**config.mk**
```make
export PLATFORM = sky130hd
export DESIGN_NAME = exu_cal_arb
export DESIGN_NICKNAME = d
export VERILOG_FILES = /design/src/rtl/exu_cal_arb_pkg.sv /design/src/rtl/exu_cal_arb_pick.sv /design/src/rtl/exu_cal_arb.sv
export SDC_FILE = /design/constraint.sdc
export NUM_CORES = 1
export LEC_CHECK = 0
export BUFFER_PORTS_ARGS = -buffer_cell sky130_fd_sc_hd__buf_2
export CORE_AREA = 2 2 143 145
export CTS_CLUSTER_DIAMETER = 150
export DETAILED_ROUTE_END_ITERATION = 7
export DIE_AREA = 0 0 145 147
export PLACE_DENSITY_LB_ADDON = 0.08
export RECOVER_POWER = 25
export SLEW_MARGIN = 40
export SYNTH_ARGS = -nofsm -noshare
export SYNTH_HDL_FRONTEND = slang
export SYNTH_SLANG_ARGS = --single-unit
```
**constraint.sdc**
```tcl
create_clock -name clk -period 5.6 [get_ports clk]
set_input_delay 1.12 -clock clk [delete_from_list [all_inputs] [get_ports clk]]
set_output_delay 1.12 -clock clk [all_outputs]
set_load 0.01 [all_outputs]
```
**src/rtl/exu_cal_arb_pkg.sv**
```systemverilog
// exu_cal_arb_pkg: shared cal bundle layout, requester indices and arbiter state encoding
package exu_cal_arb_pkg;
  localparam int CIRNO_CAL_OP_W = 7;
  localparam int CIRNO_CAL_OPND_W = 33;
  localparam int CIRNO_CAL_OPB_SIZE = CIRNO_CAL_OP_W + 2 * CIRNO_CAL_OPND_W;
  localparam int CIRNO_CAL_OPA_LSB = 0;
  localparam int CIRNO_CAL_OPB_LSB = CIRNO_CAL_OPA_LSB + CIRNO_CAL_OPND_W;
  localparam int CIRNO_CAL_OP_LSB = CIRNO_CAL_OPB_LSB + CIRNO_CAL_OPND_W;
  localparam int CIRNO_CAL_REQ_ALU = 0;
  localparam int CIRNO_CAL_REQ_BJP = 1;
  localparam int CIRNO_CAL_REQ_LSU = 2;
  typedef enum logic {
    IDLE = 1'b0,
    LOCK = 1'b1
  } arb_state_e;
endpackage

```
**src/rtl/exu_cal_arb_pick.sv**
```systemverilog
// cal_rr_pick: cyclic priority picker, first set bit of val searching upward from ptr (wrapping), plus any-valid flag
module cal_rr_pick #(
  parameter int N = 3,
  parameter int IW = $clog2(N)
) (
  input  logic [N-1:0]  val,
  input  logic [IW-1:0] ptr,
  output logic [IW-1:0] id,
  output logic          any
);
  logic [IW-1:0] idx;
  always_comb begin
    id = '0;
    idx = '0;
    for (int i = N - 1; i >= 0; i--) begin
      idx = IW'((int'(ptr) + i) % N);
      if (val[idx]) id = idx;
    end
    any = |val;
  end
endmodule

```
**src/rtl/exu_cal_arb.sv**
```systemverilog
// exu_cal_arb: round-robin arbiter with grant lock between NREQ requesters and cal (CIRNO_CAL_ARB_ALU_PRIO_EN gives ALU fixed priority in IDLE)
module exu_cal_arb
  import exu_cal_arb_pkg::*;
#(
  parameter int NREQ = 3,
  parameter int OPB_W = CIRNO_CAL_OPB_SIZE,
  parameter int IDW = $clog2(NREQ)
) (
  input  logic                  clk,
  input  logic                  rst,
  input  logic [NREQ-1:0]       hs_req4arb_val,
  output logic [NREQ-1:0]       hs_arb4req_rdy,
  input  logic [NREQ*OPB_W-1:0] i_req_opb,
  output logic [31:0]           o_req_res,
  output logic                  hs_arb4cal_val,
  input  logic                  hs_cal4arb_rdy,
  output logic [OPB_W-1:0]      o_cal_opb,
  input  logic [31:0]           i_cal_res,
  output logic [IDW-1:0]        o_grant_id
);
  arb_state_e state_q, state_d;
  logic [IDW-1:0] rr_ptr_q, rr_ptr_d, lock_id_q, lock_id_d;
  logic [IDW-1:0] rr_id, pick_id, gnt_id, nxt_ptr;
  logic [NREQ-1:0] pick_val;
  logic rr_any, pick_any, cal_val, hs;
  logic [OPB_W-1:0] opb [NREQ];
  for (genvar k = 0; k < NREQ; k++) begin : g_opb
    assign opb[k] = i_req_opb[k*OPB_W +: OPB_W];
  end
`ifdef CIRNO_CAL_ARB_ALU_PRIO_EN
  assign pick_val = hs_req4arb_val & ~NREQ'(1);
  assign pick_id = hs_req4arb_val[0] ? '0 : rr_id;
  assign pick_any = hs_req4arb_val[0] | rr_any;
`else
  assign pick_val = hs_req4arb_val;
  assign pick_id = rr_id;
  assign pick_any = rr_any;
`endif
  cal_rr_pick #(.N(NREQ), .IW(IDW)) u_pick (
    .val(pick_val),
    .ptr(rr_ptr_q),
    .id (rr_id),
    .any(rr_any)
  );
  always_comb begin
    cal_val = !rst && (state_q == LOCK ? hs_req4arb_val[lock_id_q] : pick_any);
    gnt_id = rst ? '0 : state_q == LOCK ? lock_id_q : pick_id;
    hs = cal_val && hs_cal4arb_rdy;
    nxt_ptr = gnt_id == IDW'(NREQ - 1) ? '0 : gnt_id + 1'b1;
    hs_arb4cal_val = cal_val;
    hs_arb4req_rdy = hs ? NREQ'(1) << gnt_id : '0;
    o_req_res = hs ? i_cal_res : '0;
    o_cal_opb = cal_val ? opb[gnt_id] : '0;
    o_grant_id = gnt_id;
    state_d = state_q;
    rr_ptr_d = rr_ptr_q;
    lock_id_d = lock_id_q;
    if (hs) begin
      rr_ptr_d = nxt_ptr;
      state_d = IDLE;
    end else if (state_q == IDLE && cal_val) begin
      lock_id_d = gnt_id;
      state_d = LOCK;
    end else if (state_q == LOCK && !cal_val) begin
      state_d = IDLE;
    end
  end
  always_ff @(posedge clk) begin
    if (rst) begin
      state_q <= IDLE;
      rr_ptr_q <= '0;
      lock_id_q <= '0;
    end else begin
      state_q <= state_d;
      rr_ptr_q <= rr_ptr_d;
      lock_id_q <= lock_id_d;
    end
  end
endmodule
```
=== Yosys cells after proc, flatten, opt, wreduce, memory -nomap -nowiden ===
Index checks and enable logic that the tools add are counted.

* Bits in registers: 5
* Input port bits: 257
* Word-level logic and storage cells: 52

* Add/subtract/negate cells: 3
* Divide/modulo/power cells: 3
* $lt $le $gt $ge: 5
* Equal/unequal tests: 1
* Shift-type cells: 1
* Multiplexer cells: 23
* Bitwise logic cells: 3
* Reductions and logical operators: 10

{| class="wikitable"
|+ Operators by type and width
! cell !! count
|-
| 73-bit two-way mux || 3
|-
| 73-bit binary-select mux with 2-bit select || 1
|-
| 32-bit by 3-bit remainder unit with 32-bit output, second input constant || 2
|-
| 3-bit by 3-bit remainder unit with 32-bit output, second input constant || 1
|-
| 32-bit two-way mux || 1
|-
| 2-bit by 3-bit less-than comparator with 1-bit output, second input constant || 4
|-
| 2-bit two-way mux || 6
|-
| 1-bit binary-select mux with 2-bit select || 4
|-
| 1-bit two-way mux || 7
|-
| 1-bit logical AND || 4
|-
| 2-bit by 1-bit adder with 3-bit output, second input constant || 1
|-
| 2-bit by 2-bit adder with 3-bit output, second input constant || 1
|-
| 3-bit greater-or-equal comparator, second input constant || 1
|-
| 3-bit two-way mux || 1
|-
| 2-bit inverter with 3-bit output || 1
|-
| 3-bit OR reduction || 1
|-
| 1-bit by 2-bit left shift with 3-bit output, first input constant || 1
|-
| 2-bit by 1-bit adder with 2-bit output, second input constant || 1
|-
| 2-bit == test, second input constant || 1
|-
| 1-bit zero test || 2
|-
| 1-bit inverter || 2
|-
| 2-bit AND reduction || 1
|-
| 2-bit nonzero test || 1
|-
| 2-bit OR reduction || 1
|}

=== Logic depth before layout (Yosys ltp) ===
* Word-level depth: 14
* Depth in mapped cells: 11
* Depth with buffers taken out: 8

=== Cells and area by module ===
A second synthesis with hierarchy kept.

* Cell total of the unflattened synthesis: 447
* Area, all modules: 2705.1 um2

{| class="wikitable"
|+ By module, submodules not included
! module !! instances !! cells each !! area each (um2)
|-
| exu_cal_arb || 1 || 427 || 2555.0
|-
| cal_rr_pick || 1 || 20 || 150.1
|}

=== Least setup slack after synthesis ===
OpenSTA, ideal clock, no wires.

* Path type: input port to output port
* Start point: in hs_req4arb_val[0]
* End point: out o_cal_opb[12]
* Data arrival time: 2.543 ns
* Data required time: 4.480 ns
* Setup slack: 1.937 ns
* Cell stages on the path: 6
* Buffers on the path: 1
* Cell sequence: or3b_1 > o31ai_2 > o21ai_2 > a211oi_4 > buf_6 > a221o_1

* Cells in the longest elaborated chain, start to end: 12
* Elaborated cells on any way between the ends: 21
* Those cells by class: 18 x mux; 1 x bitwise; 2 x reduce/logical

{| class="wikitable"
|+ Ends and longest elaborated chain
! element !! RTL line !! text
|-
| start: declaration || exu_cal_arb.sv:11 || <nowiki>input logic [NREQ-1:0] hs_req4arb_val,</nowiki>
|-
| 1-bit binary-select mux with 2-bit select || exu_cal_arb_pick.sv:17 || <nowiki>if (val[idx]) id = idx;</nowiki>
|-
| 1-bit two-way mux (not written as such) || exu_cal_arb_pick.sv:17 ||
|-
| 2-bit two-way mux (3 in a row) || exu_cal_arb_pick.sv:17 ||
|-
| 2-bit two-way mux (2 in a row) || exu_cal_arb.sv:47 || <nowiki>gnt_id = rst ? '0 : state_q == LOCK ? lock_id_q : pick_id;</nowiki>
|-
| 2-bit inverter with 3-bit output (not written as such) || exu_cal_arb.sv:53 || <nowiki>o_cal_opb = cal_val ? opb[gnt_id] : '0;</nowiki>
|-
| 73-bit binary-select mux with 2-bit select || exu_cal_arb.sv:53 ||
|-
| 73-bit two-way mux (not written as such) (2 in a row) || exu_cal_arb.sv:53 ||
|-
| 73-bit two-way mux * || exu_cal_arb.sv:53 ||
|-
| end: declaration || exu_cal_arb.sv:17 || <nowiki>output logic [OPB_W-1:0] o_cal_opb,</nowiki>
|}

Mark *: on every way between the ends. The rest lies on a longest branch, timed or not. The select of a mux whose other input is x is not followed.

=== Final worst setup path ===
* Start point: in hs_req4arb_val[1]
* End point: out o_cal_opb[9]

Same word-level chain as after synthesis.

==> impl_results.md <==
* Final Power at 0.000583 W
* Pwr Density at 138 nW/um2
* Number of global-route vias before repair at 3903
* Htree depth at 1
* Top-count cell post-synth: and3_1
* Layout area overhead at 97.8%
* Synth Instances at 281
* Reg2reg start: state_q
* Slew Viols, Final at 0
* Starting Density at 0.108
* Die Area at ~21000 um2
* Num rows at 52
* GRT overflow at 0
* Largest net degree at the start of global routing at 74
* R2R Path End: lock_id_q[1]
* Clk pin slew, worst setup/hold paths at about 0.030 ns
* Util after Layout at 0.213
* Inserted Clock Buffers at 3
* CP peak stage delay at 0.56 ns
* Initial antenna violation count at 2
* Hold EP: rr_ptr_q[1]
* Final setup viols at 0
* CTS Root Cell: clkbuf_16
* Detailed placement HPWL at 11600 um
* Post-CTS Hold Buffers at 0
* CTS sink count at 5
* Placed inst area at 4170 um2
* Sequential fraction of the synthesis area at 0.0469
* Setup crit end kind: output pin
* Worst setup SP type: input pin
* Mapped Nets at 541
* CTS tree: yes
* Min-Delay Path Class: reg -> reg
* R2R cell count at 9
* Gate family responsible for the most delay along the worst path: buffers and inverters
* Critical path, cell by cell: clkbuf_1, or2_0, a21oi_1, a311o_1, inv_1, buf_12, and3_1, a221o_2, buf_2
* Top sig layer: met5
* DR WL met2 at 7710 um
* Fmax at 0.205 GHz
* Detail-routed net length per standard cell at 15.8 um
* Die width at 145 um
* Mapped Area at 2140 um2
* Syn Area/Cell at 7.60 um2
* Leak at 2.61 nW
* VDD IR max at roughly 0.074 mV
* DRT iter0 DRCs at 130
* RSZ-0062 raised after global routing: false
* Count of unique library cells instantiated by Yosys at 36
* Worst Min Path Start: rr_ptr_q[1]
* Synth Register Bits at 5
* Least-Margin Pin Slew at 1.06 ns
* Crit-path max FO at 73
* Skew-Pair Late Insertion Delay at about 0.23 ns
* Core Box Area at 19800 um2
* Hold Path Depth at 2
* IO buf count at 367
* Post-CTS Setup Bufs at 0
* Crit Path Class: in -> out
* Vias at approximately 3900
* Resized Gates After CTS at 0
* Post-synth EDFFs at 0
* Max-cap violation count at 0
* Clock Skews at 0.000984 ns
* GRT Overall Usage at 0.120
* Post-synth ARST share at 0
* Chip height at about 150 um
* DR vias/cell at ~4.4
* I/O Pins at 368
* Critical path required time at roughly 4.5 ns
* Synth top cells by count: 105 x and3_1, 38 x a221o_2, 35 x a221o_1, 20 x clkbuf_1, 11 x buf_2
* Ys flop type: dfxtp_1
* Worst Setup SP: hs_req4arb_val[1]
* Layout Nets at 881
* Status: finished clean
* Antenna viol nets, final at 0
* Dpl cells at a little under 900
* Routed WL at 14000 um
* Setup TNS Final at 0 ns
* Wl on met1 at 5070 um
* First-pass GRT wire length at 20900 um
* CP bufs+invs at 4
* CP max stage cell: inv_1
* Detailed Routing Iterations Pass 1 at 4
* Share of cells above drive strength 1 at 0.640
* Worst-case clock buffer depth at 2
* Cell taking the most area after synthesis: and3_1
* Placer congestion estimate at 0.796
* Synth area leaders: and3_1 31%, a221o_2 20%, a221o_1 16%, dfxtp_1 4.7%, buf_6 3.7%
* Final design area excluding fillers at 4220 um2
* CP Depth at 9
* Drc violations at 0
* Post-synth top area share at 0.308
* Fin crit share at 0.869
* Post-layout minimum cycle time at 4.87 ns
* Setup slack, reg-to-reg at 2.58 ns
* Headroom to the max-slew limit at 0.292
* CP Data Arrival Time at 3.75 ns
* Post-Layout Cell Count at 891
* Warnings from Yosys at 0
* Final Hold Fails at 0
* WL met3 at approximately 1200 um
layout by cell type, fill, tap and decap left out, types with 2 or more instances in the layout:
| master | synthesis | layout |
|---|---|---|
| dfxtp_1 | 5 | 5 |
| nor2_1 | 8 | 7 |
| and3_1 | 105 | 105 |
| nor3b_1 | 2 | 2 |
| clkbuf_1 | 20 | 25 |
| buf_4 | 0 | 5 |
| o21ai_0 | 2 | 2 |
| mux2i_1 | 3 | 3 |
| a211oi_1 | 2 | 2 |
| a21oi_1 | 7 | 7 |
| buf_2 | 11 | 343 |
| inv_1 | 5 | 6 |
| a221o_1 | 35 | 35 |
| a221o_2 | 38 | 38 |
| ha_1 | 3 | 3 |
| nand2_1 | 7 | 7 |
| clkbuf_16 | 0 | 3 |
through the flow:
step                setup WS [ns]  hold WS (ns)
floorplan                    1.94         0.510
global route                0.538         0.612
finish                      0.733         0.558
detailed placement          0.904         0.554
CTS                         0.890         0.559
global placement             1.01         0.544
area by class of cell:
| cell class | count | area, um2 |
|---|---|---|
| fillers | 2278 | 15600 |
| repair buffers | 373 | 1860 |
| multi-input cells | 232 | 1820 |
| well taps | 270 | 338 |
| flip-flops and latches | 5 | 100 |
| clock buffers | 4 | 78.8 |
| inverters | 6 | 22.5 |
| diodes | 1 | 2.50 |
how the worst max path moves through the flow:
stage               slack, ns       endpoint
floorplan                1.94  o_cal_opb[12]
global placement         1.01  o_cal_opb[60]
detailed placement       0.90  o_cal_opb[61]
CTS                      0.89  o_cal_opb[61]
global route             0.54  o_cal_opb[25]
finish                   0.73   o_cal_opb[9]
tightest hold or removal path, cell delays in order (launching register included):
cell      delay, ns
dfxtp_1        0.31
a21oi_1        0.13
a211oi_1       0.06
sequential cells by signal, summed over array words and instances, names as in the netlist:
signal / count
lock_id_q: 2
rr_ptr_q: 2
state_q: 1
power breakdown:
| group | leakage (nW) | switching [W] | total, W | internal (W) |
|---|---|---|---|---|
| sequential | 0.0409 | 0.00000326 | 0.0000416 | 0.0000383 |
| combinational | 2.53 | 0.000217 | 0.000425 | 0.000208 |
| clock | 0.0382 | 0.0000226 | 0.000117 | 0.0000943 |
per-layer routing:
metal	GRT usage	vias to the layer above
met5	0	-
met4	0.0109	2
met3	0.0304	10
met2	0.253	219
met1	0.121	1792
li1	-	1856
logic make-up (layout without fill, tap and decap cells):
family          count (synthesis)  count (layout)  share of synthesized area
fa+ha+maj                       3               3                     0.0176
buf+inv                        44             383                      0.108
simple gates                  132             132                      0.373
mux                             3               3                     0.0141
flops                           5               5                     0.0469
other cells                     0               1                          0
compound gates                 94              94                      0.440
No activity file was read; power rests on OpenSTA's default activity.
